## src/rtl/led_pulse.sv

```systemverilog
// Stretches single-cycle events into LED pulses with a fixed on-time and a minimum off-gap.
// Optional event queue/replay is enabled by defining LED_PULSE_QUEUE_EN.
module led_pulse #(
  parameter int unsigned clk_freq   = 95000,
  parameter int unsigned on_ms      = 50,
  parameter int unsigned off_ms     = 50,
  parameter int unsigned QUEUE_W    = 4,
  parameter bit          active_low = 1'b0
) (
  input  logic               clk,
  input  logic               rst,
  input  logic               event_in,
  output logic               led_out,
  output logic               busy,
  output logic [QUEUE_W-1:0] pending,
  output logic               dropped
);

  localparam int unsigned ON_CYCLES  = on_ms * clk_freq;
  localparam int unsigned OFF_CYCLES = off_ms * clk_freq;
  localparam int unsigned MAX_CYCLES = (ON_CYCLES > OFF_CYCLES) ? ON_CYCLES : OFF_CYCLES;
  localparam int unsigned TIMER_W    = $clog2(MAX_CYCLES + 1);
  localparam logic [TIMER_W-1:0] ON_LOAD  = TIMER_W'(ON_CYCLES - 1);
  localparam logic [TIMER_W-1:0] OFF_LOAD = TIMER_W'(OFF_CYCLES - 1);

  typedef enum logic [1:0] {
    IDLE = 2'd0,
    ON   = 2'd1,
    GAP  = 2'd2
  } state_t;

  state_t             state;
  logic [TIMER_W-1:0] timer;

`ifdef LED_PULSE_QUEUE_EN
  localparam logic [QUEUE_W-1:0] QUEUE_MAX = '1;
`endif

  // Timer is reloaded only on state entry, so it never wraps.
  always_ff @(posedge clk) begin
    if (rst) begin
      state   <= IDLE;
      timer   <= '0;
      led_out <= active_low;
      busy    <= 1'b0;
      dropped <= 1'b0;
`ifdef LED_PULSE_QUEUE_EN
      pending <= '0;
`endif
    end else begin
      dropped <= 1'b0;
      case (state)
        IDLE: begin
          if (event_in) begin
            state   <= ON;
            timer   <= ON_LOAD;
            led_out <= ~active_low;
            busy    <= 1'b1;
          end
        end

        ON: begin
          if (timer == '0) begin
            state   <= GAP;
            timer   <= OFF_LOAD;
            led_out <= active_low;
          end else begin
            timer <= timer - TIMER_W'(1);
          end
`ifdef LED_PULSE_QUEUE_EN
          if (event_in) begin
            if (pending == QUEUE_MAX) dropped <= 1'b1;
            else                      pending <= pending + QUEUE_W'(1);
          end
`else
          dropped <= event_in;
`endif
        end

        GAP: begin
          if (timer == '0) begin
`ifdef LED_PULSE_QUEUE_EN
            // A new event at GAP end cancels against a queued one.
            if ((pending != '0) || event_in) begin
              state   <= ON;
              timer   <= ON_LOAD;
              led_out <= ~active_low;
              if (!event_in) pending <= pending - QUEUE_W'(1);
            end else begin
              state <= IDLE;
              busy  <= 1'b0;
            end
`else
            state   <= IDLE;
            busy    <= 1'b0;
            dropped <= event_in;
`endif
          end else begin
            timer <= timer - TIMER_W'(1);
`ifdef LED_PULSE_QUEUE_EN
            if (event_in) begin
              if (pending == QUEUE_MAX) dropped <= 1'b1;
              else                      pending <= pending + QUEUE_W'(1);
            end
`else
            dropped <= event_in;
`endif
          end
        end

        default: begin
          state   <= IDLE;
          timer   <= '0;
          led_out <= active_low;
          busy    <= 1'b0;
        end
      endcase
    end
  end

`ifndef LED_PULSE_QUEUE_EN
  assign pending = '0;
`endif

endmodule

```

## config.mk

```make
export PLATFORM = sky130hd
export DESIGN_NAME = led_pulse
export DESIGN_NICKNAME = d
export VERILOG_FILES = /design/src/rtl/led_pulse.sv
export SDC_FILE = /design/constraint.sdc
export NUM_CORES = 1
export LEC_CHECK = 0
export ABC_CLOCK_PERIOD_IN_PS = 5400
export BUFFER_PORTS_ARGS = -buffer_cell sky130_fd_sc_hd__buf_2
export CORE_ASPECT_RATIO = 2
export CORE_UTILIZATION = 25
export CTS_BUF_LIST = sky130_fd_sc_hd__clkbuf_4 sky130_fd_sc_hd__clkbuf_8
export DETAILED_ROUTE_END_ITERATION = 6
export PLACE_DENSITY = 0.44
export SYNTH_ARGS = -nofsm -noshare
export SYNTH_HDL_FRONTEND = slang
export SYNTH_SLANG_ARGS = --single-unit
```

## constraint.sdc

```tcl
create_clock -name clk -period 5.4 [get_ports clk]
set_input_delay 0 -clock clk [delete_from_list [all_inputs] [get_ports clk]]
set_output_delay 0 -clock clk [all_outputs]
set_load 0.01 [all_outputs]
```

* Yosys cells after proc, flatten, opt, wreduce, memory -nomap -nowiden
Cells that the tools add are included.
** Operators by class
- Add/subtract/negate cells :: 1
- Multipliers :: 0
- Divide/modulo/power cells :: 0
- Order comparisons :: 0
- Equality and inequality tests :: 6
- Shifts and indexed selects :: 0
- Multiplexer cells :: 12
- Bitwise operators :: 3
- Reduce and logical (&&, ||, !) cells :: 8
** Operators by type and width (number)
- two-way mux 23 bit :: 3
- case mux 23 bit (3 select lines) :: 1
- zero test 23 bit :: 1
- subtractor 23 x 1 -> 23 bit (second input constant) :: 1
- AND reduction 3 bit :: 3
- inequality test 2 bit (second input constant) :: 4
- two-way mux 2 bit :: 3
- case mux 1 bit (3 select lines) :: 2
- case mux 2 bit (3 select lines) :: 1
- OR reduction 2 bit :: 2
- NOT 1 bit :: 3
- equality test 2 x 1 -> 1 bit (second input constant) :: 1
- equality test 2 bit (second input constant) :: 1
- zero test 2 bit :: 1
- two-way mux 1 bit :: 2
- AND reduction 2 bit :: 1
** Storage, ports and cells
- Register bits :: 28
- Bits in latches :: 0
- RAM bits :: 0
- ROM bits :: 0
- Bits of input ports :: 3
- Output and inout port bits :: 7
- Logic and storage cells :: 35
- Memories kept :: 0

* Depth between registers and ports, before layout
Gate-level depths: netlist (run 1).
- Word-level depth :: 4
- Gate-level depth with buffers :: 9
- Depth with buffers taken out :: 7

* Worst setup path after synthesis (run 1)
OpenSTA, ideal clock, no wires.
- Kind :: register to register
- Start :: register timer[0]
- End :: register timer[20]
- Library setup time :: 114 ps
- Arrival time :: 1880 ps
- Data required time :: 5286 ps
- Setup slack :: 3406 ps
- Stages on the path, launching flop included :: 9
- Path buffers :: 1
- Clock period less this slack :: 1994 ps
- Path through :: dfxtp_1 > inv_1 > ha_1 > or4b_1 > buf_2 > nor4_4 > o2111ai_1 > xor2_1 > nor2_1
** On the way
- Longest elaborated chain between the ends :: 3
- Elaborated cells on any way between the ends :: 7
- Classes of those cells :: add/sub (1); eq/ne (1); mux (3); reduce/logical (2)
** Ends and longest elaborated chain
- start, declared :: RTL line 33 : logic [TIMER_W-1:0] timer;
- start signal, assigned :: RTL line 68 : timer <= timer - TIMER_W'(1);
- start signal, assigned :: RTL line 99 : timer <= timer - TIMER_W'(1);
- subtractor 23 x 1 -> 23 bit / zero test 23 bit (equally long branches)
- two-way mux 23 bit, or another cell as far along :: RTL line 81 : if (timer == '0) begin
- case mux 23 bit (3 select lines) / AND reduction 2 bit (equally long branches)
Parallel ways exist; a longest one is shown, timed or not. The select of a mux whose other input is x is not followed.
A chain may end at the register's enable or synchronous reset.

* Worst setup path after layout (run 1)
- Start :: register timer[0]
- End :: register timer[11]
The elaborated chain is that of the path after synthesis.

==> metrics.yaml, run 1 <==
status:
  status: "finished, final reports clean"
cts:
  clock-sinks: 28
  cts_tree: "built"
  htreeDepth: 1
  clock_latency_ns: 0.29
  cts-resized-gates: 0
  cts_buffer_depth: 2
  cts_setup_buffers: 0
  path_clk_slew_ns: 0.10
  clockRootBuffer: "clkbuf_8"
  numCtsBuffers: 3
global_routing:
  grt_overflow: 0
  grt_start_max_net_pins: 16
  antenna_found_initial: 0
  grt_usage: 0.169
  grt_pass1_vias: 1814
  grt_pass1_wl_mm: 9.67
sta:
  setup_viol_count_final: 0
  fmax_ghz: 0.348
  drv_slew: 0
  period_share: 0.533
  hold_viol: 0
  rsz0062_at_grt: "false"
  clock_skew_ns: 0.00263
  min_period_ns: 2.88
  setup_tns_ns: 0
  worst_slew_pin_slew_ns: 1.12
  relSlewSlack: 0.251
yosys:
  synth.ff_latch_count: 28
  synth-edff-count: 0
  syn_inst: 223
  ys_seq_area_frac: 0.306
  synth_area_per_cell_um2: 8.23
  ys_types: 52
  synthFlopType: "dfxtp_1"
  syn_area_um2: 1830
  yosysWarnings: 0
  async_reset_ff_frac: 0
critical_path:
  rr_endpoint: "timer[11]$_SDFFE_PP0P_"
  r2r-start: "timer[0]$_SDFFE_PP0P_"
  slowest_stage: "o21ai_1"
  crit_path_end_kind: "register"
  crit_fanout: 13
  path_class: "register to register"
  critPathLaunch: "timer[0]$_SDFFE_PP0P_"
  arrival_ns: 3.02
  crit_path_cell_trace: "inv_1 > ha_1 > nor4b_1 > nand4_1 > o21ai_1 > o21ai_0 > o2bb2ai_1"
  cp_top_family: "compound AO/OA/AOI/OAI gates"
  endpoint: "timer[11]$_SDFFE_PP0P_"
  critPathLaunchType: "register"
  critPathMaxStageDelay_ns: 0.98
  worstPathRequired_ns: 5.55
  path_buf_inv: 1
  r2r_slack_ns: 2.52
  reg2reg_depth: 7
  path_depth: 7
placement:
  dpl-instance-area_um2: 1880
  portBuffers: 5
  place_congestion: 0.833
  hpwlAfterDp_mm: 4.51
finish:
  layout_commonest_cell: "dfxtp_1"
  fillerInstances: 813
  multiInputGateArea_um2: 1140
  final_nets: 229
  mostFrequentLayoutCells: "28 x dfxtp_1, 20 x nor2_1, 16 x a21oi_1"
  area_delta_synth_final_pct: 5.80
  diodes: 0
  drive_gt1_frac: 0.0959
  register_area_um2: 561
  final_area_um2: 1940
detailed_routing:
  ant_nets: 0
  post_drt_wl_per_cell_um: 19.5
  remaining_drc_errors: 0
  routed_wl_mm: 6.02
  drt_iter0_markers: 82
  vias: 1773
  drtPass1Iterations: 4
  vias_per_cell: 5.74
die:
  boundaryPins: 10
  die_w_um: 62.6
  die-height_um: 123
  dieArea_um2: 7700
  row_count: 43
  core-area_um2: 6990
  start_util: 0.262
power:
  powerDensity_nw_per_um2: 309
  vdd_drop_max_mv: 0.146
  power.leakage_uw: 0.000641
hold_path:
  hold_path.class: "input port to register"
run:
  cap_violations: 0
[power breakdown]
group          switching [uW]  internal (uW)  total, uW
logic                     136           66.9        203
registers                27.7            228        255
clock network            74.8           65.7        141
total                     238            360        599
[worst register-to-register path: stages (launching register included)]
cell and delay, ns:
dfxtp_1 0.34, inv_1 0.11, ha_1 0.17, nor4b_1 0.38, nand4_1 0.36, o21ai_1 0.98, o21ai_0 0.22, o2bb2ai_1 0.17
[per-layer routing]
metal | vias up | wire length (um) | GRT usage
met3 | 21 | 172 | 0.0157
met5 | - | 0 | 0
met4 | 0 | 336 | 0.126
met1 | 849 | 2160 | 0.165
met2 | 54 | 3350 | 0.323
li1 | 849 | - | -
[flip-flops by register name, indices dropped and copies added, names as in the netlist]
register,count
busy,1
dropped,1
led_out,1
state,2
timer,23
[cells in the mapped netlist, types with 2 or more instances]
| library cell | instances | area (um^2) |
|---|---|---|
| a211oi_1 | 10 | 75.1 |
| o41ai_1 | 3 | 26.3 |
| ha_1 | 6 | 75.1 |
| or4b_1 | 2 | 20.0 |
| nand2_1 | 9 | 33.8 |
| o31ai_1 | 8 | 60.1 |
| o21ai_0 | 14 | 70.1 |
| nor3_1 | 6 | 30.0 |
| or3_1 | 6 | 37.5 |
| or4_1 | 6 | 45.0 |
| or2_2 | 2 | 12.5 |
| o31a_1 | 2 | 17.5 |
| dfxtp_1 | 28 | 561 |
| xor2_1 | 2 | 17.5 |
| a31oi_1 | 7 | 43.8 |
| nor2_1 | 20 | 75.1 |
| o2bb2ai_1 | 4 | 35.0 |
| inv_1 | 9 | 33.8 |
| nor2b_1 | 2 | 12.5 |
| and4_1 | 2 | 17.5 |
| a21oi_1 | 16 | 80.1 |
| a221oi_1 | 2 | 17.5 |
| nor4_4 | 2 | 42.5 |
| buf_6 | 3 | 33.8 |
| nand4_1 | 2 | 12.5 |
| o22ai_1 | 3 | 18.8 |
| nor4_1 | 6 | 37.5 |
| a311oi_1 | 2 | 17.5 |
| clkbuf_1 | 5 | 18.8 |
| buf_2 | 5 | 25.0 |
| o21ai_1 | 3 | 15.0 |
| buf_4 | 4 | 30.0 |
| nand3_1 | 3 | 15.0 |
[cell families (layout without fill, tap and decap cells)]
kind of cell,Yosys count,after routing,synth area share
buffers and inverters,26,19,0.0771
AOI/OAI and AO/OA,83,83,0.306
DFF,28,28,0.306
other,1,4,0.00204
adders and majority gates,6,6,0.0409
and+or+nand+nor,77,77,0.259
xor gates and xnor gates,2,2,0.00955
[final cells by class]
type,count,area share
clock buffers,4,0.0284
inverters,9,0.0174
multi-input cells,172,0.589
flip-flops and latches,28,0.289
well taps,90,0.0580
repair buffers,6,0.0181
[through the flow]
step	hold WS [ns]	power, uW	std cells	util	setup WS, ns
after floorplan	0.120	413	226	-	3.41
after detailed placement	0.315	460	304	0.268	2.58
after CTS	0.0270	606	309	0.277	2.52
after global placement	0.316	462	304	0.268	2.59
final	0.0361	599	309	0.277	2.52
after global routing	0.0518	637	309	0.277	2.27
[worst min path at each step]
stage,from,endpoint,slack (ns),cells after the start
after detailed placement,event_in,dropped$_SDFF_PP0_,0.32,3
after global routing,rst,dropped$_SDFF_PP0_,0.05,2
after floorplan,event_in,dropped$_SDFF_PP0_,0.12,2
after global placement,event_in,dropped$_SDFF_PP0_,0.32,3
after CTS,rst,dropped$_SDFF_PP0_,0.03,2
final,rst,dropped$_SDFF_PP0_,0.04,2
[timing repair]
item | CTS | global route
hold buffers | 1 | 0
setup endpoints to repair | 0 | 0
hold endpoints to repair | 1 | 0
No activity file was read; power rests on OpenSTA's default activity.
==> run 2: changes to the inputs <==
- ABC_CLOCK_PERIOD_IN_PS: 5400 -> 2400
- PLACE_DENSITY: 0.44 -> 0.46
- clock period: 5.4 -> 2.4 ns (I/O delays scaled with it)
==> run 2 against run 1 <==
  * Routed wire length is 5.9% higher
  * Setup slack worse by 2.4 ns
  * Die area stayed put
  * First-iteration DRC count is 43% lower
  * Clock skew is 0.0047 ns higher
  * Sequential power is 130% higher
  * Hold slack worse by 0.0075 ns
  * Sequential cell count stayed put
==> metrics.yaml, run 2 (synthesized netlist as in run 1, its figures left out) <==
sta:
  worst_slew_pin_slew_ns: 0.640  # -0.475 ns
  setup_tns_ns: 0  # unchanged
  clock_skew_ns: 0.00733  # +0.00470 ns
  setup_viol_count_final: 0  # unchanged
  period_share: 0.935  # +0.403
  hold_ws_ns: 0.0286  # -0.00747 ns
  rsz0062_at_grt: "true"
  drv_slew: 0  # unchanged
  min_period_ns: 2.24  # -0.632 ns
  fmax_ghz: 0.446  # +28%
  relSlewSlack: 0.573  # +0.322
  hold_viol: 0  # unchanged
finish:
  reg_top3: "timer x23, state x2"
  area_delta_synth_final_pct: 17.2
  drive_gt1_frac: 0.185  # +0.0893
  fin_util: 0.307  # +0.0299
  regMostFlops: "timer"
  diodes: 0  # unchanged
  largest_reg_flops: 23  # unchanged
  final_nets: 253  # +10%
  layout_commonest_cell: "dfxtp_1"
  mostFrequentLayoutCells: "28 x dfxtp_1, 23 x buf_4, 20 x nor2_1"
critical_path:
  reg2reg_depth: 7  # unchanged
  r2r_slack_ns: 0.16  # -2.37 ns
  arrival_ns: 2.48  # -0.54 ns
  crit_path_end_kind: "register"
  critPathLaunchType: "register"
  crit_fanout: 6  # -7
  r2r-start: "timer[0]$_SDFFE_PP0P_"
  crit_path_cell_trace: "inv_1 > ha_1 > or4b_1 > nor4_4 > o2111ai_1 > xor2_1 > nor2_1"
  path_class: "register to register"
  worstPathRequired_ns: 2.64  # -2.91 ns
  rr_endpoint: "timer[20]$_SDFFE_PP0P_"
  cp_top_family: "simple AND/OR/NAND/NOR gates"
  path_buf_inv: 1  # unchanged
  slowest_stage: "or4b_1"
  critPathMaxStageDelay_ns: 0.55  # -0.43 ns
global_routing:
  antenna_found_initial: 0  # unchanged
  grt_pass1_vias: 1913  # +5.5%
  grt_pass1_wl_mm: 10.3  # +6.4%
  grt_usage: 0.177  # +0.00809
  grt_overflow: 0  # unchanged
  grt_start_max_net_pins: 17  # +1
cts:
  cts-resized-gates: 0  # unchanged
  clock_latency_ns: 0.29  # about the same
  numCtsBuffers: 3  # unchanged
  cts_tree: "built"
  cts_buffer_depth: 2  # unchanged
  clockRootBuffer: "clkbuf_8"
  clock-sinks: 28  # unchanged
  path_clk_slew_ns: 0.11  # about the same
  htreeDepth: 1  # unchanged
die:
  die_w_um: 62.6  # unchanged
  core-area_um2: 6990  # unchanged
  boundaryPins: 10  # unchanged
  start_util: 0.262  # unchanged
  row_count: 43  # unchanged
  die-height_um: 123  # unchanged
  dieArea_um2: 7700  # unchanged
run:
  cap_violations: 0  # unchanged
hold_path:
  whs_path_depth: 2  # unchanged
  min_from: "rst"
  holdPathEnd: "state[1]$_SDFFE_PP0P_"
  hold_path.class: "input port to register"
detailed_routing:
  vias: 1860  # +4.9%
  vias_per_cell: 5.59  # -2.7%
  post_drt_wl_per_cell_um: 19.1  # -1.7%
  wl_met2_mm: 3.62  # +8.1%
  wl_met1_mm: 2.28  # +5.7%
  maxUsedRoutingLayer: "met4"
  drt_iter0_markers: 47  # -43%
  drtPass1Iterations: 4  # unchanged
  met3_length_um: 123  # -28%
  routed_wl_mm: 6.38  # +5.9%
  ant_nets: 0  # unchanged
  remaining_drc_errors: 0  # unchanged
power:
  powerDensity_nw_per_um2: 704  # +130%
  vdd_drop_max_mv: 0.414  # +180%
  power.leakage_uw: 0.000766  # +19%
  p_total_uw: 1510  # +150%
placement:
  portBuffers: 5  # unchanged
  place_congestion: 0.891  # +6.9%
  hpwlAfterDp_mm: 4.94  # +9.5%
status:
  status: "finished, final reports clean"
[run 2: layout make-up]
| class | count | area, um^2 |
|---|---|---|
| repair buffers | 30 | 228 |
| clock buffers | 3 | 41.3 |
| inverters | 9 | 33.8 |
| well taps | 90 | 113 |
| flip-flops and latches | 28 | 561 |
| fillers | 811 | 4840 |
| multi-input cells | 172 | 1140 |
| clock inverters | 1 | 30.0 |
[run 2: worst max-delay path by stage]
stage	from	end	slack, ns	cells past startpoint
2_1_floorplan	timer[0]$_SDFFE_PP0P_	timer[20]$_SDFFE_PP0P_	0.41	8
3_3_place_gp	timer[0]$_SDFFE_PP0P_	timer[11]$_SDFFE_PP0P_	0.21	8
3_5_place_dp	state[0]$_SDFFE_PP0P_	timer[11]$_SDFFE_PP0P_	0.18	7
4_1_cts	timer[0]$_SDFFE_PP0P_	timer[20]$_SDFFE_PP0P_	0.17	7
5_1_grt	state[0]$_SDFFE_PP0P_	timer[11]$_SDFFE_PP0P_	-0.03	7
6_report	timer[0]$_SDFFE_PP0P_	timer[20]$_SDFFE_PP0P_	0.16	7
[run 2: what timing repair did]
item,CTS,global route
hold endpoints to repair,1,0
setup endpoints to repair,0,1
hold buffers,1,0
setup buffers,0,0
[run 2: worst reg2reg max path: stages, from the launching register on]
cell	delay (ns)
dfxtp_1	0.34
inv_1	0.12
ha_1	0.26
or4b_1	0.55
nor4_4	0.40
o2111ai_1	0.25
xor2_1	0.19
nor2_1	0.09
[run 2: power breakdown]
part	leakage (uW)	switching, uW	internal (uW)
Clock	0.0000357	164	224
Combinational	0.000499	329	218
Sequential	0.000230	64.8	512
[run 2: per-stage QoR]
step | area [um^2] | cells | worst slack [ns]
4_1_cts | 2150 | 333 | 0.169
3_5_place_dp | 2070 | 328 | 0.182
5_1_grt | 2150 | 333 | -0.0261
6_report | 2150 | 333 | 0.156
3_3_place_gp | 2070 | 328 | 0.210
2_1_floorplan | 1850 | 226 | 0.406
[run 2: layer usage]
metal,track usage,vias up
met5,0,-
met4,0.126,0
met3,0.0194,21
met2,0.352,41
met1,0.162,902
li1,-,896
